===== src/rtl/i2c_master.sv =====
// Single-master I2C register-access engine: register write (START, addr+W,
// reg, data, STOP) and register read (START, addr+W, reg, RSTART, addr+R,
// one data byte, master NACK, STOP). Every bus slot is four phases of DIV
// clocks. SCL is held low in phases 0-1 and released in phases 2-3.
// Line drives are registered from next-state values, so they always change
// together with the state and phase counters.
module i2c_master #(
  parameter int unsigned DIV = 4
) (
  input  logic       clk,
  input  logic       rst_n,
  input  logic       start,
  input  logic       rw,
  input  logic [6:0] dev_addr,
  input  logic [7:0] reg_addr,
  input  logic [7:0] wdata,
  output logic [7:0] rdata,
  output logic       busy,
  output logic       done,
  output logic       ack_err,
  output logic       scl_oe,
  output logic       sda_oe,
  input  logic       sda_in
);

  typedef enum logic [3:0] {
    S_IDLE, S_START, S_ADDR_W, S_REG, S_WDATA,
    S_RSTART, S_ADDR_R, S_RDATA, S_MNACK, S_STOP
  } state_t;

  localparam logic [7:0] DIV_M1 = 8'(DIV - 1);

  state_t      state_q, state_d;
  logic [7:0]  div_q, div_d;
  logic [1:0]  phase_q, phase_d;
  logic [3:0]  bit_q, bit_d;
  logic        rw_q, rw_d;
  logic [6:0]  dev_q, dev_d;
  logic [7:0]  reg_q, reg_d;
  logic [7:0]  wd_q, wd_d;
  logic [7:0]  rx_q, rx_d;
  logic [7:0]  rdata_q, rdata_d;
  logic        busy_q, busy_d;
  logic        done_q, done_d;
  logic        ack_err_q, ack_err_d;
  logic        nack_q, nack_d;
  logic        scl_oe_q, scl_oe_d;
  logic        sda_oe_q, sda_oe_d;
  logic        tick;
  logic        is_byte;

  // Byte shifted out in a given transmit state.
  function automatic logic [7:0] tx_byte(input state_t st, input logic [6:0] dev,
                                         input logic [7:0] ra, input logic [7:0] wd);
    logic [7:0] b;
    b = 8'h00;
    case (st)
      S_ADDR_W: b = {dev, 1'b0};
      S_REG:    b = ra;
      S_WDATA:  b = wd;
      S_ADDR_R: b = {dev, 1'b1};
      default:  b = 8'h00;
    endcase
    return b;
  endfunction

  // Line pull-downs for a state/phase/bit position: {scl_oe, sda_oe}.
  function automatic logic [1:0] line_drive(input state_t st, input logic [1:0] ph,
                                            input logic [3:0] bn, input logic [7:0] tb);
    logic scl;
    logic sda;
    scl = (st != S_IDLE) && (ph < 2'd2);
    sda = 1'b0;
    case (st)
      S_START, S_RSTART:                   sda = ph[1];
      S_ADDR_W, S_REG, S_WDATA, S_ADDR_R:  sda = (bn < 4'd8) ? ~tb[3'd7 - bn[2:0]] : 1'b0;
      S_STOP:                              sda = (ph != 2'd3);
      default:                             sda = 1'b0;
    endcase
    return {scl, sda};
  endfunction

  // Next-state logic: slot timing, ack/data sampling, sequence control.
  always_comb begin
    state_d   = state_q;
    div_d     = div_q;
    phase_d   = phase_q;
    bit_d     = bit_q;
    rw_d      = rw_q;
    dev_d     = dev_q;
    reg_d     = reg_q;
    wd_d      = wd_q;
    rx_d      = rx_q;
    rdata_d   = rdata_q;
    busy_d    = busy_q;
    done_d    = 1'b0;
    ack_err_d = ack_err_q;
    nack_d    = nack_q;
    tick      = (div_q == DIV_M1);
    is_byte   = (state_q == S_ADDR_W) || (state_q == S_REG) ||
                (state_q == S_WDATA)  || (state_q == S_ADDR_R);

    if (state_q == S_IDLE) begin
      if (start) begin
        state_d   = S_START;
        rw_d      = rw;
        dev_d     = dev_addr;
        reg_d     = reg_addr;
        wd_d      = wdata;
        busy_d    = 1'b1;
        ack_err_d = 1'b0;
        div_d     = 8'd0;
        phase_d   = 2'd0;
        bit_d     = 4'd0;
      end
    end else begin
      if (tick) begin
        div_d   = 8'd0;
        phase_d = phase_q + 2'd1;
      end else begin
        div_d = div_q + 8'd1;
      end

      // Sample SDA on the last clock of phase 2 (SCL high and settled).
      if (tick && phase_q == 2'd2) begin
        if (is_byte && bit_q == 4'd8) begin
          nack_d = sda_in;
          if (sda_in) ack_err_d = 1'b1;
        end
        if (state_q == S_RDATA) rx_d = {rx_q[6:0], sda_in};
      end

      // Slot boundary: advance bit position or move to the next slot type.
      if (tick && phase_q == 2'd3) begin
        case (state_q)
          S_START: begin
            state_d = S_ADDR_W;
            bit_d   = 4'd0;
          end
          S_ADDR_W, S_REG, S_WDATA, S_ADDR_R: begin
            if (bit_q != 4'd8) begin
              bit_d = bit_q + 4'd1;
            end else begin
              bit_d = 4'd0;
              if (nack_q)                  state_d = S_STOP;
              else if (state_q == S_ADDR_W) state_d = S_REG;
              else if (state_q == S_REG)    state_d = rw_q ? S_RSTART : S_WDATA;
              else if (state_q == S_WDATA)  state_d = S_STOP;
              else                          state_d = S_RDATA;
            end
          end
          S_RSTART: begin
            state_d = S_ADDR_R;
            bit_d   = 4'd0;
          end
          S_RDATA: begin
            if (bit_q == 4'd7) begin
              state_d = S_MNACK;
              bit_d   = 4'd0;
            end else begin
              bit_d = bit_q + 4'd1;
            end
          end
          S_MNACK: state_d = S_STOP;
          S_STOP: begin
            state_d = S_IDLE;
            busy_d  = 1'b0;
            done_d  = 1'b1;
            if (rw_q && !ack_err_q) rdata_d = rx_q;
          end
          default: state_d = S_IDLE;
        endcase
      end
    end

    {scl_oe_d, sda_oe_d} = line_drive(state_d, phase_d, bit_d,
                                      tx_byte(state_d, dev_d, reg_d, wd_d));
  end

  // Control and output registers with synchronous active-low reset.
  always_ff @(posedge clk) begin
    if (!rst_n) begin
      state_q   <= S_IDLE;
      div_q     <= 8'd0;
      phase_q   <= 2'd0;
      bit_q     <= 4'd0;
      busy_q    <= 1'b0;
      done_q    <= 1'b0;
      ack_err_q <= 1'b0;
      nack_q    <= 1'b0;
      rdata_q   <= 8'h00;
      scl_oe_q  <= 1'b0;
      sda_oe_q  <= 1'b0;
    end else begin
      state_q   <= state_d;
      div_q     <= div_d;
      phase_q   <= phase_d;
      bit_q     <= bit_d;
      busy_q    <= busy_d;
      done_q    <= done_d;
      ack_err_q <= ack_err_d;
      nack_q    <= nack_d;
      rdata_q   <= rdata_d;
      scl_oe_q  <= scl_oe_d;
      sda_oe_q  <= sda_oe_d;
    end
  end

  // Captured request fields and receive shifter; only meaningful while busy.
  always_ff @(posedge clk) begin
    rw_q  <= rw_d;
    dev_q <= dev_d;
    reg_q <= reg_d;
    wd_q  <= wd_d;
    rx_q  <= rx_d;
  end

  assign rdata   = rdata_q;
  assign busy    = busy_q;
  assign done    = done_q;
  assign ack_err = ack_err_q;
  assign scl_oe  = scl_oe_q;
  assign sda_oe  = sda_oe_q;

endmodule


===== config.mk =====
export PLATFORM = sky130hd
export DESIGN_NAME = i2c_master
export DESIGN_NICKNAME = d
export VERILOG_FILES = /design/src/rtl/i2c_master.sv
export SDC_FILE = /design/constraint.sdc
export NUM_CORES = 1
export LEC_CHECK = 0
export BUFFER_PORTS_ARGS = -buffer_cell sky130_fd_sc_hd__buf_4
export CAP_MARGIN = 20
export CORE_ASPECT_RATIO = 1.4
export CORE_UTILIZATION = 55
export CTS_CLUSTER_SIZE = 14
export DETAILED_ROUTE_END_ITERATION = 7
export HOLD_SLACK_MARGIN = 0.1
export PLACE_DENSITY = 0.85
export SLEW_MARGIN = 20
export SYNTH_ARGS = -nofsm -noshare
export SYNTH_HDL_FRONTEND = slang
export SYNTH_SLANG_ARGS = --single-unit

===== constraint.sdc =====
create_clock -name clk -period 5.55 [get_ports clk]
set_input_delay 1.11 -clock clk [delete_from_list [all_inputs] [get_ports clk]]
set_output_delay 1.11 -clock clk [all_outputs]
set_load 0.01 [all_outputs]

== Yosys cells after proc, flatten, opt, wreduce, memory -nomap -nowiden ==
Cells that the tools add are included.

* Bits in registers: 64
* Word-level logic and storage cells: 122

* $add $sub $neg: 4
* $lt $le $gt $ge: 3
* Eq/ne operators: 24
* Multiplexer cells: 44
* Bitwise logic cells: 4
* Reductions and logical operators: 27

{| class="wikitable"
|+ Operator list
! kind !! count
|-
| 2-to-1 mux 4 bit || 14
|-
| 2-to-1 mux 8 bit || 7
|-
| == test 4 x 3 -> 1 bit (second input constant) || 8
|-
| case mux 8 bit (4 select lines) || 1
|-
| case mux 4 bit (5 select lines) || 1
|-
| == test 4 x 2 -> 1 bit (second input constant) || 4
|-
| == test 4 bit (second input constant) || 4
|-
| 2-to-1 mux 7 bit || 2
|-
| 2-to-1 mux 1 bit || 13
|-
| case mux 4 bit (3 select lines) || 1
|-
| nonzero test 2 bit || 5
|-
| AND reduction 3 bit || 3
|-
| adder 8 x 1 -> 8 bit (second input constant) || 1
|-
| == test 4 x 1 -> 1 bit (second input constant) || 2
|-
| == test 8 x 2 -> 1 bit (second input constant) || 1
|-
| AND reduction 4 bit || 2
|-
| OR reduction 4 bit || 2
|-
| 2-to-1 mux 2 bit || 3
|-
| logical AND 1 bit || 5
|-
| adder 4 x 1 -> 4 bit (second input constant) || 1
|-
| == test 2 bit (second input constant) || 2
|-
| zero test 4 bit || 1
|-
| < comparator 3 x 4 -> 1 bit (second input constant) || 1
|-
| < comparator 4 bit (second input constant) || 1
|-
| other kinds (14) || 21
|}

== Depth between registers and ports, before layout ==
Gate-level depths: netlist of the first run.

* Depth after elaboration: 16
* Depth in mapped cells: 13
* Gate-level depth less buffers: 11

== Least setup slack after synthesis of the first run ==
Ideal clock, no wire load.

* Kind: register to register
* Start point: register div_q[0]
* End point: register sda_oe_q (netlist: sda_oe)
* Library setup time: 0.130 ns
* Arrival time: 2.699 ns
* Required time: 5.420 ns
* Slack: 2.720 ns
* Cell stages (with the launch flop): 12
* Period minus slack after synthesis: 2.830 ns
* Cells stage by stage: dfxtp_1 ha_1 nor3b_1 nand3_4 nor2_1 mux2i_4 buf_6 or4b_1 o211ai_1 o22ai_1 o41ai_1 nor4_1

* Longest elaborated chain between the ends: 11

{| class="wikitable"
|+ Ends and longest elaborated chain
! item !! RTL line !! text
|-
| start: declaration || 34 || <nowiki>logic [7:0] div_q, div_d;</nowiki>
|-
| start signal: assignment || 196 || <nowiki>div_q <= div_d;</nowiki>
|-
| == test 8 x 2 -> 1 bit (*) || 99 || <nowiki>tick = (div_q == DIV_M1);</nowiki>
|-
| logical AND 1 bit || 134 || <nowiki>if (tick && phase_q == 2'd3) begin</nowiki>
|-
| 2-to-1 mux 4 bit || 134 ||
|-
| 2-to-1 mux 4 bit || 103 || <nowiki>if (state_q == S_IDLE) begin</nowiki>
|-
| == test 4 x 3 -> 1 bit / == test 4 x 2 -> 1 bit (equally long branches) || 57, 74 ||
|-
| case mux 8 bit (4 select lines) || 57 || <nowiki>case (st)</nowiki>
|-
| binary-select mux 1 bit (select 3 bit) || 76 || <nowiki>S_ADDR_W, S_REG, S_WDATA, S_ADDR_R: sda = (bn < 4'd8) ? ~tb[3'd7 - bn[2:0]] : 1'b0;</nowiki>
|-
| 2-to-1 mux 1 bit (not written as such) || 76 ||
|-
| NOT 1 bit || 76 ||
|-
| 2-to-1 mux 1 bit || 76 ||
|-
| case mux 1 bit (3 select lines) (*) || 74 || <nowiki>case (st)</nowiki>
|-
| end signal: assignment || 205 || <nowiki>sda_oe_q <= sda_oe_d;</nowiki>
|-
| end: declaration || 48 || <nowiki>logic sda_oe_q, sda_oe_d;</nowiki>
|}

Mark *: on every way between the ends. The rest lies on a longest branch, timed or not. The select of a mux whose other input is x is not followed.
A chain may end at the register's enable or synchronous reset.

== Worst setup path after layout of the first run ==
* Start point: register state_q[0]
* End point: register sda_oe_q (netlist: sda_oe)

{| class="wikitable"
|+ RTL lines
! item !! RTL line !! text
|-
| start: declaration || 33 || <nowiki>state_t state_q, state_d;</nowiki>
|-
| start signal: assignment || 195 || <nowiki>state_q <= state_d;</nowiki>
|-
| zero test 4 bit || 103 ||
|-
| 2-to-1 mux 7 bit || 103 ||
|-
| named net dev_d[2] || 38 || <nowiki>logic [6:0] dev_q, dev_d;</nowiki>
|-
| case mux 8 bit (4 select lines) || 57 ||
|-
| binary-select mux 1 bit (select 3 bit) || 76 ||
|-
| 2-to-1 mux 1 bit (not written as such) || 76 ||
|-
| NOT 1 bit || 76 ||
|-
| 2-to-1 mux 1 bit || 76 ||
|-
| case mux 1 bit (3 select lines) || 74 ||
|}

The timed path passes the listed nets, and every way through them passes these cells. The select of a mux whose other input is x is not followed.

==> results, run 1 <==
- The area of the core is about 5500 um2.
- Buffers inserted during clock tree synthesis total 9.
- The most numerous cell type found on the critical path is nand2_1.
- The most critical setup path has its endpoint at sda_oe.
- 41 I/O pins were placed.
- The maximum operating frequency is around 280 MHz.
- The logic depth of the worst path, buffers included is 10.
- The width of the die is 65.8 um.
- For this run, the post-layout net count is roughly 430.
- The worst relative slew slack is 38.6%.
- After synthesis the netlist holds a flip-flop and latch count of 64.
- After synthesis the cells add up to 3130 um2.
- For this design the total switching power over the nets is 0.323 mW.
- The clock latency of the later-clocked register in the worst-skew pair is 350 ps.
- The first global-routing pass estimated 11.4 mm of wire.
- Setup repair after global routing left no endpoint under its margin.
- TritonCTS built the clock tree.
- The first routing iteration left 173 violations.
- Counting every net in the synthesized netlist gives 392.
- The distinct cell type count after synthesis is 61.
- The total routed wirelength is 7.03 mm.
- The startpoint of the worst-slack reg-to-reg timing path is state_q[0].
- Sequential elements use 43.8% of the synthesized area.
- The via count of the first global-routing pass came to 2646.
- After clock tree synthesis, the setup repair step added 0 buffers.
- Counting along the longest clock path gives a buffer depth of 2.
- Synthesis produced a netlist whose cell count is 359.
- The total of fill cells in the finished design is 467.
- The part of the power in combinational logic is between 10% and 20%.
- In this run, flip-flops and latches consume between 40% and 50% of the power.
- The total power per unit cell area is around 330 nW/um2.
- In this run, placement finished with an instance count of 453.
- The largest incremental delay on the critical path is between 500 and 600 ps.
- The total of endpoints with negative setup slack in the final report is 0.
- Once layout is complete, the utilization of the core stands at 67.4%.
- In this run the clock root is driven by a clkbuf_8.
- The worst hold slack across all endpoints is 450 ps.
- The least setup slack across all paths after layout is ~2000 ps.
- For the worst flop-to-flop path, the logic depth is 10.
- Setup total negative slack on the finished layout was measured at 0 ps.
- The number of nets with antenna violations after detailed routing is 0.
- Before CTS, the worst setup slack after placement is 1790 ps.
- The first detailed-routing pass ran for 4 iterations.
- By startpoint and endpoint, the worst setup path is classified as register to register.
- The internal power consumption is 0.890 mW.
- The share of cells above drive strength 1 is 18.2%.
- The required time at the worst-slack endpoint is 5760 ps.
- Entering global routing, the biggest net connects 30 pins.
- The via total after detailed routing is 2776.
- Of all nets on the critical path, the largest fanout is 27.
- The leakage power of the design is 1.50 nW.
- The worst setup path is launched from a register.
- Measured along the y axis, the die boundary spans 91.3 um.
- The count of pins over their slew limit came to 0.
- The capturing element type of the critical path is a register.
- The number of antenna diodes in the final layout is 0.
- Once the clock tree was built, the resizer swapped 0 gates to a different size.
- From synthesis to final layout, the design area changed by 18.2%.
- After global routing the overflow that remains totals 0.
- The routed length per placed instance is roughly 15 um.
- The fraction of the cycle the final worst path needs is 64.4%.
- The critical path goes through nor3_1 -> nand3b_1 -> inv_2 -> nand2_1 -> nand2_1 -> or4b_1 -> o211ai_1 -> o22ai_1 -> o41ai_1 -> nor4_1.
- The die covers 6000 um2.
- Summing all placed instances gives a cell area of 3460 um2.
- The finished layout holds 469 standard cells, fillers aside.
- The data arrival at the endpoint of the critical path is 3790 ps.
- The cts-stage hold buffer count is 0.
- The power after layout is 1.21 mW.
- For the pin with the worst max-slew slack, the measured transition is 920 ps.
- The post-route DRC violation count is 0.
- Detailed placement ended at an HPWL of 5.01 mm.
- The worst clock skew is about 6.4 ps.
- The total routing usage reported by global routing is 25.0%.
- The worst path in the final design needs a cycle of 3570 ps, including I/O delays and setup.
- Together, buffers and inverters on the worst path number 1.
- The max-capacitance violation count is 0.
- After routing the design area is between 3000 and 4000 um2.
- Yosys printed 0 warnings.
- After clock tree synthesis, the clock-pin slew on the worst setup and hold paths is 70 ps.
- Among all flip-flop cells after synthesis, the most frequent one is dfxtp_1.
- The critical path's slowest cell is inv_2.
- In this run switching power makes up 26.6% of total power.
- The final estimated routing congestion in global placement is 0.900.
- The number of enable-type register cells in the synthesized netlist is 9.
- Across the VDD grid, the largest voltage drop is 0.305 mV.
- In this run the critical register-to-register path is captured at sda_oe.
- In the synthesized netlist the async set-or-reset flop fraction comes to 0%.
- Port buffering added 40 buffers.
- The initial core utilization is 57.0%.
- Across all register-to-register paths, the minimum setup slack is 1980 ps.
- Dividing the synthesized area by the synthesized cell count gives 8.72 um2.
- The number of failing hold endpoints at the final stage is 0.
- The run finished with clean final reports.
- The number of antenna violations at the first check in global routing came to 0.
- Using the TritonRoute via totals, the vias-per-cell ratio works out to 5.92.
- The H-tree was split into 3 levels.
- The share of total power in the clock network is 39.2%.
- The family of cells with the greatest summed delay on the critical path is simple AND/OR/NAND/NOR gates.
- The source of the critical timing path is state_q[0].
- The class of the worst hold path is register to register.
- The site row count is 32.
- The number of sinks on the clock net is 64.
-- cells in the final DEF (no fill, tap or decap), types with 3 or more instances in the layout --
master,synthesis,layout
bufinv_16,0,3
a21oi_1,17,17
a211oi_1,5,5
o21ai_0,8,8
edfxtp_1,9,9
a311oi_1,3,3
and2_1,5,5
clkbuf_8,0,9
dfxtp_1,55,55
o22ai_1,3,3
nor3b_1,4,4
a31oi_1,3,3
nor3_1,9,9
nor4_1,3,3
a22oi_1,4,4
inv_1,6,6
o31ai_1,3,3
nor2_1,35,35
mux2i_1,12,12
and3_1,4,4
o41ai_1,3,3
nand2b_1,7,7
buf_4,0,41
nand3b_1,5,5
nand2_1,82,82
o211ai_1,3,3
ha_1,5,5
nor2b_1,3,3
nand3_1,9,9
-- cell families (layout without fill, tap and decap cells) --
group	Yosys count	count (layout)	synth area share (%)
compound gates	66	66	14.9
buf+inv	22	64	2.96
fa+ha+maj	5	5	2.00
mux	16	16	5.72
flops	64	64	43.8
xor+xnor	1	1	0.280
simple gates	185	185	30.3
-- how the worst min path moves through the flow --
stage	depth (start not counted)	slack [ps]	endpoint	startpoint
after global placement	2	420	dev_q[2]	dev_q[2]
after global routing	2	470	reg_q[6]	reg_q[6]
after CTS	2	450	dev_q[2]	dev_q[2]
after floorplan	2	410	dev_q[2]	dev_q[2]
final	2	450	dev_q[2]	dev_q[2]
after detailed placement	2	430	dev_q[2]	dev_q[2]
-- Yosys cell counts, types with 4 or more instances --
cell / number / area, um2
nand2_1: 82 / 308
dfxtp_1: 55 / 1100
nor2_1: 35 / 131
a21oi_1: 17 / 85.1
mux2i_1: 12 / 120
clkbuf_1: 9 / 33.8
edfxtp_1: 9 / 270
nand3_1: 9 / 45.0
nor3_1: 9 / 45.0
o21ai_0: 8 / 40.0
nand2b_1: 7 / 43.8
inv_1: 6 / 22.5
a211oi_1: 5 / 37.5
and2_1: 5 / 31.3
ha_1: 5 / 62.6
nand3b_1: 5 / 37.5
a22oi_1: 4 / 30.0
and3_1: 4 / 25.0
nor3b_1: 4 / 30.0
-- final cells by class --
| cell class | count | area (um2) | share of cell area (%) |
|---|---|---|---|
| multi-input combinational | 273 | 1670 | 45.2 |
| clock inverter | 6 | 108 | 2.91 |
| timing repair buffer | 41 | 308 | 8.32 |
| clock buffer | 10 | 128 | 3.45 |
| inverter | 7 | 26.3 | 0.710 |
| sequential | 64 | 1370 | 37.1 |
| tap | 68 | 85.1 | 2.30 |
-- sequential cells by signal, indices dropped and copies added, names as in the netlist, 2 cells and up --
name     flops
state_q      4
reg_q        8
rx_q         8
div_q        8
rdata        8
phase_q      2
wd_q         8
bit_q        4
dev_q        7
-- power by group through the flow --
| stage | combinational [mW] | sequential, mW | clock (mW) |
|---|---|---|---|
| final | 0.194 | 0.544 | 0.476 |
| after global routing | 0.217 | 0.548 | 0.502 |
| after CTS | 0.194 | 0.543 | 0.483 |
| after detailed placement | 0.191 | 0.553 | 0 |
| after global placement | 0.188 | 0.552 | 0 |
| after floorplan | 0.140 | 0.544 | 0 |
-- worst register-to-register path, cell delays in order, from the launching register on --
cell	delay (ps)
dfxtp_1	460
nor3_1	400
nand3b_1	570
inv_2	590
nand2_1	130
nand2_1	90
or4b_1	430
o211ai_1	130
o22ai_1	140
o41ai_1	390
nor4_1	130
-- routing by layer --
metal | up-vias | wire, um | track usage [%] | part of all wire, %
met5 | - | 0 | 0 | 0
met4 | 0 | 253 | 18.7 | 3.6
met3 | 26 | 336 | 5.53 | 4.8
met2 | 99 | 3660 | 42.8 | 52
met1 | 1292 | 2780 | 25.4 | 40
li1 | 1359 | - | - | -
(Power assumes the default switching activity.)
==> run 2, diff against run 1 <==
--- a/config.mk
+++ b/config.mk
@@ -5,6 +5,7 @@
 export SDC_FILE = /design/constraint.sdc
 export NUM_CORES = 1
 export LEC_CHECK = 0
+export ABC_AREA = 1
 export BUFFER_PORTS_ARGS = -buffer_cell sky130_fd_sc_hd__buf_4
 export CAP_MARGIN = 20
 export CORE_ASPECT_RATIO = 1.4
@@ -12,7 +13,7 @@
 export CTS_CLUSTER_SIZE = 14
 export DETAILED_ROUTE_END_ITERATION = 7
 export HOLD_SLACK_MARGIN = 0.1
-export PLACE_DENSITY = 0.85
+export PLACE_DENSITY = 0.84
 export SLEW_MARGIN = 20
 export SYNTH_ARGS = -nofsm -noshare
 export SYNTH_HDL_FRONTEND = slang
==> constraint.sdc (replaced) <==
create_clock -name clk -period 3.51 [get_ports clk]
set_input_delay 0.702 -clock clk [delete_from_list [all_inputs] [get_ports clk]]
set_output_delay 0.702 -clock clk [all_outputs]
set_load 0.01 [all_outputs]
==> run 2 against run 1 <==
Non-clock buffer count fell by 1. Design area rose by 2.2%. Setup slack got worse by 970 ps. Cell count up 19%. Clock power is 66% higher. Via count increased by 4.3%. Global-route usage hardly changed. Clock skew increased by 2.3 ps.
==> results, run 2 <==
- The run finished with clean final reports.
- The library cells used most frequently in the layout, excluding fill and tap cells, are nand2_1, nand3_1, dfxtp_1, inv_1, buf_4.
- The proportion of register bits with asynchronous set or reset after synthesis is 0% (unchanged).
- The number of top-level design ports came to 41 (unchanged).
- The total non-filler cell area in the finished layout was 3780 um2 (+2.2%).
- The logic depth of the worst register-to-register path was 17 (+7).
- Setup repair after global routing left no endpoint under its margin.
- The startpoint identified for the worst hold timing path is wd_q[0].
- The instance area after placement is 3530 um2 (+2.2%).
- The path with the worst hold slack has its endpoint at wd_q[0].
- The transition at the pin with the smallest max-transition slack is 770 ps (-150 ps).
- Summed over all instances, the cell type with the most area after synthesis is dfxtp_1.
- The count of pins over their slew limit is 0 (unchanged).
- The launching element type of the critical path is a register.
- The final estimated routing congestion in global placement is 0.945 (+5.0%).
- The number of sinks on the clock net is 64 (unchanged).
- The total of fill cells in the finished design is 473 (+1.3%).
- The total routing usage reported by global routing is 25.0% (about the same).
- The leakage power of the design is 1.77 nW (+18%).
- The share of cells above drive strength 1 is 18.2% (about the same).
- The commonest non-fill, non-tap cell in the layout is nand2_1.
- The data arrival at the endpoint of the critical path was 2710 ps (-1080 ps).
- The CTS H-tree depth is 3 (unchanged).
- The sequential cell area fraction in the yosys report is 42.9% (-0.89 points).
- The number of buffers created by CTS is 9 (unchanged).
- The count of cells along the worst hold path is 2 (unchanged).
- The number of violations reported at the end of detailed-routing iteration 0 is 175 (+1.2%).
- The maximum number of pins on one net before global-route repair is 28 (-6.7%).
- TritonCTS built the clock tree.
- The post-CTS setup repair buffer count came to 0 (unchanged).
- The synthesized instance count is 442 (+23%).
- The post-route DRC violation count is 0 (unchanged).
- The part of the power in combinational logic is 11.0% (-5.0 points).
- The sequential share of power came to 45.4% (+0.6 points).
- The switching fraction of total power is 25.3% (-1.3 points).
- The area of the core is 5570 um2 (+1.5%).
- The area occupied by registers is 1370 um2 (unchanged).
- The tightest min-delay check is of the register to register type.
- The clock-pin slew of the registers on the worst-case setup and hold paths is 70 ps (about the same).
- The internal power consumption is 1.35 mW (+52%).
- The initial core utilization is 57.4% (+0.35 points).
- The share of total power in the clock network is 43.5% (+4.3 points).
- The maximum count of clock buffers along a single path is 2 (unchanged).
- The post-synthesis average cell area is 7.23 um2 (-17%).
- The worst clock skew is 8.66 ps (+2.27 ps).
- The largest fanout of any net on the critical path is 27 (unchanged).
- The number of nets with antenna violations after detailed routing is 0 (unchanged).
- The accumulated negative setup slack was 0 ps (unchanged).
- The number of antenna violations at the first check in global routing was 0 (unchanged).
- By area the synthesized netlist is led by dfxtp_1, nand2_1, nand3_1.
- The summed instance area of the synthesized netlist is 3190 um2 (+2.1%).
- The worst register-to-register path ends at sda_oe.
- The largest incremental delay on the critical path is 590 ps (about the same).
- The number of port buffers is 40 (unchanged).
- The startpoint identified for the worst register-to-register timing path is state_q[1].
- The clock latency of the later-clocked register in the worst-skew pair is 350 ps (about the same).
- By startpoint and endpoint, the worst setup path is classified as register to register.
- The total power per unit cell area is 479 nW/um2 (+46%).
- nand2_1 is the most common cell in the netlist.
- The floorplan die height is 92.2 um (+1.0%).
- The logic depth of the worst path, buffers included is 17 (+7).
- The total of endpoints with negative setup slack in the final report is 0 (unchanged).
- The number of gates given a new drive strength after cts is 0 (unchanged).
- The worst relative slew slack is 48.4% (+9.8 points).
- Broken down by cell family, the worst path's largest delay share belongs to simple AND/OR/NAND/NOR gates.
- The maximum operating frequency is 400 MHz (+43%).
- The synthesis-to-layout area growth is 18.3% (about the same).
- The number of failing hold endpoints at the final stage is 0 (unchanged).
- The area share of the largest cell type after synthesis is 34.5% (-0.72 points).
- The number of search-and-repair iterations in the first detailed-routing pass is 5 (+1).
- The wire length of the first global-routing pass is 11.6 mm (+2.3%).
- The peak ir drop on the vdd network is 0.398 mV (+30%).
- The final core area utilization is 67.9% (+0.47 points).
- The die area is 6120 um2 (+2.0%).
- The final global-route overflow total was 0 (unchanged).
- The total half-perimeter wirelength after legalization and detailed placement is 5.04 mm (+0.48%).
- The post-route minimum period came to 2500 ps (-1070 ps).
- The count of antenna diodes in the layout is 0 (unchanged).
- The routed length per placed instance came to 12.2 um (-19%).
- The total routed wirelength was 6.79 mm (-3.4%).
- The register bit count reported by yosys is 64 (unchanged).
- The number of warnings reported in the yosys synthesis log is 0 (unchanged).
- The max-capacitance violation count was 0 (unchanged).
- The cts-stage hold buffer count is 0 (unchanged).
- The multi-input logic area is 1580 um2 (-5.6%).
- The worst hold slack across all endpoints was 447 ps (-2.33 ps).
- The root buffer cell is clkbuf_8.
- The number of buffers and inverters on the critical path is 3 (+2).
- The number of enable-type register cells in the synthesized netlist is 9 (unchanged).
- The distinct cell type count after synthesis came to 36 (-41%).
- The via density per instance was 5.20 (-12%).
- STA classifies the critical path endpoint as a register.
- The fraction of the cycle the final worst path needs came to 71.3% (+6.9 points).
- The site row count is 32 (unchanged).
- The number of nets at the end of the flow is 517 (+21%).
- The critical path's slowest cell is dfxtp_1.
- The most used cell along the critical path is nand3_1.
- The switching power came to 0.459 mW (+42%).
- The flip-flop cell with the highest count after synthesis is dfxtp_1.
- The via total after detailed routing was 2894 (+4.3%).
- The required time at the worst-slack endpoint is 3710 ps (-2050 ps).
- The commonest cells after synthesis are nand2_1, nand3_1, dfxtp_1.
- The number of nets produced by synthesis is 475 (+21%).
- The register-to-register setup slack was 1010 ps (-970 ps).
- The width of the die is 66.4 um (+1.0%).
- The signal on the critical path passes through nor2_8 -> nand2_8 -> nor2_8 -> nor2_8 -> inv_4 -> nand2_2 -> inv_2 -> nand2_4 -> nand2_1 -> inv_2 -> nand3_1 -> nand3_1 -> nand3_1 -> nand2_1 -> nand2_1 -> nand3_1 -> a21oi_1.
- The via count of the first global-routing pass came to 2759 (+4.3%).
## run 2: cell count changes in the layout (fill, tap and decap cells not counted), sizes merged, moves of 6 or more
cell,before,now
nor3,9,1
nand2,82,150
mux2i,14,0
nand2b,7,0
inv,7,54
nand3,11,57
nor2,35,44
o21ai,9,17
nor4,6,0
a21oi,17,24
## run 2: power groups by stage
stage | clock network (mW) | logic, mW | registers, mW
floorplan | 0 | 0.139 | 0.835
global route | 0.831 | 0.226 | 0.829
global placement | 0 | 0.195 | 0.837
finish | 0.789 | 0.200 | 0.823
CTS | 0.798 | 0.200 | 0.823
detailed placement | 0 | 0.199 | 0.839
## run 2: cells by family (layout without fill, tap and decap cells)
kind of cell | Yosys count | after routing | share of synthesized area (%)
xor+xnor | 1 | 1 | 0.274
flops | 64 | 64 | 42.9
compound gates | 52 | 52 | 9.09
simple gates | 260 | 260 | 38.2
buf+inv | 60 | 107 | 7.60
fa+ha+maj | 5 | 5 | 1.96
## run 2: layout make-up
class                           instances  area share, %
Clock buffer                            9           3.28
Multi-Input combinational cell        318           41.8
Clock inverter                          7           3.31
Tap cell                               68           2.25
Sequential cell                        64           36.3
Timing Repair Buffer                   40           7.94
Inverter                               51           5.13
## run 2: how the worst max path moves through the flow
stage               end  slack (ps)  startpoint
5_1_grt        rdata[5]         770    div_q[0]
6_report         sda_oe        1010  state_q[1]
3_3_place_gp     sda_oe        1040       start
3_5_place_dp     sda_oe         980       start
2_1_floorplan    sda_oe        1530    div_q[0]
4_1_cts        rdata[3]        1010    div_q[0]
## run 2: worst register-to-register path: stages (launching register included)
cell	delay [ps]
dfxtp_1	590
nor2_8	80
nand2_8	140
nor2_8	80
nor2_8	280
inv_4	200
nand2_2	120
inv_2	50
nand2_4	110
nand2_1	80
inv_2	140
nand3_1	100
nand3_1	110
nand3_1	70
nand2_1	60
nand2_1	40
nand3_1	80
a21oi_1	60
## run 2: routing by layer
layer / vias up / track usage (%) / routed length, um
met5: - / 0 / 0
met4: 0 / 12.4 / 216
met3: 17 / 6.09 / 226
met2: 69 / 43.6 / 3560
met1: 1299 / 27.2 / 2790
li1: 1509 / - / -
## run 2: per-stage QoR
stage                     setup slack, ps  std cells  power, mW
after floorplan                      1530        442      0.974
after global placement               1040        541       1.03
after detailed placement              980        541       1.04
after CTS                            1010        557       1.82
after global routing                  770        557       1.89
final                                1010        557       1.81
